[config.mk]
export PLATFORM = sky130hd
export DESIGN_NAME = imem_loader
export DESIGN_NICKNAME = d
export VERILOG_FILES = /design/src/rtl/imem_loader.sv
export SDC_FILE = /design/constraint.sdc
export NUM_CORES = 1
export LEC_CHECK = 0
export ABC_AREA = 1
export BUFFER_PORTS_ARGS = -buffer_cell sky130_fd_sc_hd__buf_4
export CORE_UTILIZATION = 40
export CTS_CLUSTER_SIZE = 10
export DETAILED_ROUTE_END_ITERATION = 12
export SLEW_MARGIN = 10
export SYNTH_ARGS = -nofsm -noshare
export SYNTH_HDL_FRONTEND = slang
export SYNTH_SLANG_ARGS = --single-unit
[constraint.sdc]
create_clock -name clk -period 1.67 [get_ports clk]
set_clock_uncertainty 0.15 [all_clocks]
set_input_delay 0.334 -clock clk [delete_from_list [all_inputs] [get_ports clk]]
set_output_delay 0.334 -clock clk [all_outputs]
set_load 0.03 [all_outputs]
[src/rtl/imem_loader.sv]
// Boot-time loader: turns a length-prefixed little-endian byte stream into instruction-memory writes,
// holding the core in reset until done. Define IMEM_LOADER_CHKSUM_EN to require a trailing XOR checksum byte.
module imem_loader #(
  parameter int ADDR_WIDTH = 10
) (
  input  logic                  clk,
  input  logic                  rstn,
  input  logic [7:0]            s_data,
  input  logic                  s_valid,
  output logic                  s_ready,
  output logic                  mem_we,
  output logic [ADDR_WIDTH-1:0] mem_addr,
  output logic [31:0]           mem_wdata,
  output logic                  core_rstn,
  output logic                  done,
  output logic                  error
);

  typedef enum logic [2:0] {LEN0, LEN1, DATA, CHK, RUN, ERR} state_e;

  state_e                state_q, state_d;
  logic [15:0]           len_q, len_d;
  logic [1:0]            byte_cnt_q, byte_cnt_d;
  logic [ADDR_WIDTH:0]   word_idx_q, word_idx_d;
  logic [23:0]           part_q, part_d;
  logic                  mem_we_q, mem_we_d;
  logic [ADDR_WIDTH-1:0] mem_addr_q, mem_addr_d;
  logic [31:0]           mem_wdata_q, mem_wdata_d;
  logic                  done_q, done_d;
  logic                  error_q, error_d;
`ifdef IMEM_LOADER_CHKSUM_EN
  logic [7:0]            chk_q, chk_d;
`endif

  logic        accept;
  logic [15:0] len_n;
  logic        len_too_big;
  logic        last_word;
  logic        word_done;
  logic        release_now;
  logic        fault_now;

  assign accept      = s_valid & s_ready;
  assign len_n       = {s_data, len_q[7:0]};
  assign len_too_big = 32'(len_n) > (32'd1 << ADDR_WIDTH);
  // Index is one bit wider than the address so a completely full memory never wraps back to 0.
  assign last_word   = (32'(word_idx_q) + 32'd1) == 32'(len_q);
  assign word_done   = accept && (state_q == DATA) && (byte_cnt_q == 2'd3);

  always_ff @(posedge clk or negedge rstn) begin
    if (!rstn) begin
      state_q <= LEN0;
    end else begin
      state_q <= state_d;
    end
  end

  always_comb begin
    state_d = state_q;
    case (state_q)
      LEN0: if (accept) state_d = LEN1;
      LEN1: begin
        if (accept) begin
          if (len_too_big) begin
            state_d = ERR;
          end else if (len_n == 16'd0) begin
`ifdef IMEM_LOADER_CHKSUM_EN
            state_d = CHK;
`else
            state_d = RUN;
`endif
          end else begin
            state_d = DATA;
          end
        end
      end
      DATA: begin
        if (word_done && last_word) begin
`ifdef IMEM_LOADER_CHKSUM_EN
          state_d = CHK;
`else
          state_d = RUN;
`endif
        end
      end
      CHK: begin
`ifdef IMEM_LOADER_CHKSUM_EN
        if (accept) state_d = (s_data == chk_q) ? RUN : ERR;
`else
        state_d = ERR;
`endif
      end
      RUN:     state_d = RUN;
      ERR:     state_d = ERR;
      default: state_d = ERR;
    endcase
  end

  // Release is registered on entering RUN from the header/checksum, but only once RUN is visible
  // after the payload, so the last write strobe completes before the core leaves reset.
  always_comb begin
    s_ready     = (state_q == LEN0) || (state_q == LEN1) || (state_q == DATA) || (state_q == CHK);
    release_now = (state_q == RUN);
    fault_now   = accept && (state_q == LEN1) && len_too_big;
`ifdef IMEM_LOADER_CHKSUM_EN
    if (accept && (state_q == CHK)) begin
      release_now = (s_data == chk_q);
      fault_now   = (s_data != chk_q);
    end
`else
    if (accept && (state_q == LEN1) && (len_n == 16'd0)) release_now = 1'b1;
`endif
  end

  always_comb begin
    len_d       = len_q;
    byte_cnt_d  = byte_cnt_q;
    word_idx_d  = word_idx_q;
    part_d      = part_q;
    mem_we_d    = 1'b0;
    mem_addr_d  = mem_addr_q;
    mem_wdata_d = mem_wdata_q;
`ifdef IMEM_LOADER_CHKSUM_EN
    chk_d       = chk_q;
`endif
    if (accept) begin
      case (state_q)
        LEN0: len_d[7:0]  = s_data;
        LEN1: len_d[15:8] = s_data;
        DATA: begin
          byte_cnt_d = byte_cnt_q + 2'd1;
`ifdef IMEM_LOADER_CHKSUM_EN
          chk_d = chk_q ^ s_data;
`endif
          case (byte_cnt_q)
            2'd0: part_d[7:0]   = s_data;
            2'd1: part_d[15:8]  = s_data;
            2'd2: part_d[23:16] = s_data;
            default: begin
              mem_we_d    = 1'b1;
              mem_addr_d  = word_idx_q[ADDR_WIDTH-1:0];
              mem_wdata_d = {s_data, part_q};
              word_idx_d  = word_idx_q + (ADDR_WIDTH+1)'(1);
            end
          endcase
        end
        default: ;
      endcase
    end
    done_d  = done_q | release_now;
    error_d = error_q | fault_now;
  end

  always_ff @(posedge clk or negedge rstn) begin
    if (!rstn) begin
      len_q       <= '0;
      byte_cnt_q  <= '0;
      word_idx_q  <= '0;
      part_q      <= '0;
      mem_we_q    <= 1'b0;
      mem_addr_q  <= '0;
      mem_wdata_q <= '0;
      done_q      <= 1'b0;
      error_q     <= 1'b0;
`ifdef IMEM_LOADER_CHKSUM_EN
      chk_q       <= '0;
`endif
    end else begin
      len_q       <= len_d;
      byte_cnt_q  <= byte_cnt_d;
      word_idx_q  <= word_idx_d;
      part_q      <= part_d;
      mem_we_q    <= mem_we_d;
      mem_addr_q  <= mem_addr_d;
      mem_wdata_q <= mem_wdata_d;
      done_q      <= done_d;
      error_q     <= error_d;
`ifdef IMEM_LOADER_CHKSUM_EN
      chk_q       <= chk_d;
`endif
    end
  end

  assign mem_we    = mem_we_q;
  assign mem_addr  = mem_addr_q;
  assign mem_wdata = mem_wdata_q;
  assign done      = done_q;
  assign core_rstn = done_q;
  assign error     = error_q;

endmodule

==> summary.md <==
| Metric | Value |
|---|---|
| Vias in the first global route | 3,662 |
| Clk buf depth | 2 |
| Clock-pin slew on the worst setup and hold paths | 0.10 ns |
| Number of antenna violations at the first check in global routing | 0 |
| Final instance area | ~6000 um^2 |
| Synthesized-area fraction occupied by ao, oa, aoi and oai cells | 9.86% |
| Run status | complete, but fails checks |
| Iter 0 DRT Violations | 176 |
| Syn Std Cell Area | 4400 um^2 |
| Worst Path Max Fanout | 5 |
| Multiplexer share of the synthesized area | 0% |
| Most frequent cells in the layout | nand2_1, buf_4, dfrtp_1 |
| Largest family of logic cells by synthesized area | simple AND/OR/NAND/NOR gates |
| Post-synthesis register bit count | 101 |
| TritonCTS clock tree | built |
| Number of slew-limit violations in the final report | 0 |
| Required time worst endpoint | 1.83 ns |
| Combinational Power Share | 4.1% |
| Leakage power figure | approximately 3.0 nW |
| NetSw | 1.01 mW |
| Routed wire length | 10,900 um |
| Actual slew at the worst max-slew pin | 0.394 ns |
| Gate count of the mapped netlist | 522 |
| Area of placed instances | 5460 um^2 |
| Failing checks | negative setup slack |
| Worst skew pair latency | approximately 0.36 ns |
| Final setup viols | 4 |
| Setup CP Type | register to register |
| Cell at the root of the clock tree | clkbuf_8 |
| Placeable Area | between 10,000 and 15,000 um^2 |
| Number of warnings reported in the yosys synthesis log | 0 |
| Sequential power share | around three fifths |
| Pre-CTS setup slack | -0.243 ns |
| Count of placed standard cells in the final layout, fillers left out | 784 |
| Arr. time, crit path | about 2 ns |
| All-layer global routing usage | 19.6% |
| Overall power after layout | 4.09 mW |
| Final RePlAce weighted congestion | 0.857 |
| Nets in the synthesized netlist | 538 |
| Final worst-path cycle share | 113% |
| First-pass iteration count of the detailed router | 4 |
| P_int | approximately 3.1 mW |
| Share of synthesized cell area in and, or, nand and nor gates | around 25% |
| Std cell rows | 37 |
| Portion of the post-synthesis area used by sequential elements | 57.4% |
| Worst voltage drop across the vdd grid | 0.367 mV |
| Number of failing hold endpoints at the final stage | 0 |
| X dimension of the die | 107 um |
| Adder-cell share of the synthesized area | 1.42% |
| DIE HEIGHT | 107 um |
| Fill cell count | 974 |
| Final period demand of the worst path | 1.89 ns |
| Vias per Instance | 4.80 |
| Antenna violation net count after detailed routing | 0 |
| Achievable frequency | approximately 0.53 GHz |
| Final antenna diode count | 0 |
| Unrepaired setup endpoints after global routing | true |
| Total global routing overflow | 0 |
| Total number of H-tree levels | 3 |
| Count of unique library cells instantiated by Yosys | 26 |
| Switching power share of the total | between 20 and 25% |
| Total half-perimeter wirelength after legalization and detailed placement | 7280 um |
| Wire length of the first global-routing pass | 17,400 um |
| PnR worst setup slack | -0.221 ns |
| Class of the most critical hold timing path | input port to register |
| Final-stage net count | around 660 |
| Number of placed instances, taps included | 759 |
| Largest net degree at the start of global routing | 49 |
| Max-cap violation count | 0 |
| Clock power share | 35.6% |
| XOR/XNOR share of the synthesized area | 0.597% |
| PwrDens | roughly 700 nW/um^2 |
| Category of the worst setup path launch point | register |
| Leading cell type in the layout, fill and taps excluded | nand2_1 |
| Post-synthesis to final-layout area growth | 33.3% |
| Die Footprint | 11,400 um^2 |
| Max-Slew Margin vs Limit | 73.7% |
| Detailed-route DRC error count | 0 |
| Total clock buffers created by CTS | 9 |
| Input/output buffers | 57 |
| Initial Utilization | 41.9% |
| Routed wirelength normalized by instance count | 14.0 um |
| Number of top-level pins | just under 60 |
| Share of cells above drive strength 1 | 25.5% |
| Capturing element type of the critical path | register |
| Clock sink count | between 100 and 150 |
| Overall via count from detail_route | around 3,800 |
| Post-synthesis average cell area | 8.43 um^2 |
## power by group through the flow
| stage | combinational (mW) | clock, mW | sequential, mW |
|---|---|---|---|
| 2_1_floorplan | 0.0378 | 0 | 2.52 |
| 3_5_place_dp | 0.168 | 0 | 2.51 |
| 4_1_cts | 0.171 | 1.47 | 2.47 |
| 5_1_grt | 0.191 | 1.59 | 2.47 |
| 6_report | 0.168 | 1.45 | 2.47 |
| 3_3_place_gp | 0.166 | 0 | 2.51 |
## Yosys cell counts, drive strengths merged
cell	number	area (um^2)
nand3	34	175
nor4	2	12.5
nand4	4	25.0
nand2	189	717
xnor2	1	8.76
nand3b	1	7.51
inv	51	191
buf	7	37.5
dfrtp	101	2530
nor3	2	15.0
xor2	2	17.5
o21ai	81	405
ha	5	62.6
a31oi	1	6.26
nor2	27	121
nor3b	1	12.5
o21bai	3	22.5
clkbuf	10	37.5
## registers in the layout (all words and copies together), names as in the netlist
signal      count
mem_wdata      32
state_q         3
len_q          16
mem_addr       10
word_idx_q     11
byte_cnt_q      2
part_q         24
error           1
core_rstn       1
mem_we          1
## layer usage
| metal | vias up | wire length (um) | GRT usage [%] |
|---|---|---|---|
| li1 | 1902 | - | - |
| met1 | 1779 | 5320 | 27.1 |
| met2 | 64 | 5060 | 31.4 |
| met3 | 18 | 329 | 2.74 |
| met4 | 0 | 230 | 7.05 |
| met5 | - | 0 | 0 |
## final cells by class
type	instances	area (um^2)	share of cell area, %
clock buffers	11	131	2.24
clock inverters	5	48.8	0.831
inverters	51	201	3.43
multi-input cells	353	1720	29.3
flip-flops and latches	101	2530	43.1
well taps	136	170	2.90
repair buffers	127	1070	18.2
## timing repair
action	CTS	global route
pin swaps	6	17
resized for setup	8	28
hold endpoints to repair	23	0
hold buffers	1	0
endpoints found under the setup margin	9	50
buffers inserted	0	4
gates cloned	0	4
## path summary, 6_finish.rpt
| path | depth (start not counted) | to | slack [ns] | from |
|---|---|---|---|---|
| setup / recovery | 13 | state_q[2] | -0.22 | word_idx_q[0] |
| hold / removal | 3 | part_q[7] | 0.04 | s_data[7] |
| setup reg to reg | 13 | state_q[2] | -0.22 | word_idx_q[0] |
| hold reg to reg | 2 | mem_wdata[13] | 0.33 | mem_wdata[13] |
| max in group asynchronous | 3 | len_q[4] | 0.57 | rstn |
| min in group asynchronous | 2 | mem_addr[7] | 0.27 | rstn |
## worst max-delay path, cell delays in order (launching register included)
cell	delay, ns
dfrtp_2	0.43
ha_4	0.17
nand2_4	0.08
nor2_4	0.15
nand2_4	0.09
nor2_4	0.08
nand2_1	0.07
nand2_1	0.08
nand2_1	0.06
nand2_1	0.06
nand4_1	0.13
nand2_1	0.13
nand2_1	0.06
nor2_1	0.09
## per-stage QoR
step                setup TNS (ns)  utilization (%)  hold WS, ns
floorplan                   -0.200                -       -0.112
global placement            -0.520             51.9        0.134
detailed placement          -0.758             51.9        0.138
CTS                         -0.545             54.0       0.0299
global route                 -1.18             55.9       0.0327
finish                      -0.625             55.9       0.0401
## kinds of logic (layout without fill, tap and decap cells)
| kind of cell | count (synthesis) | in the layout |
|---|---|---|
| adders and majority gates | 5 | 5 |
| DFF | 101 | 101 |
| xor gates and xnor gates | 3 | 3 |
| AOI/OAI and AO/OA | 85 | 85 |
| buffers and inverters | 68 | 194 |
| and+or+nand+nor | 260 | 260 |
No activity file was read; power rests on OpenSTA's default activity.
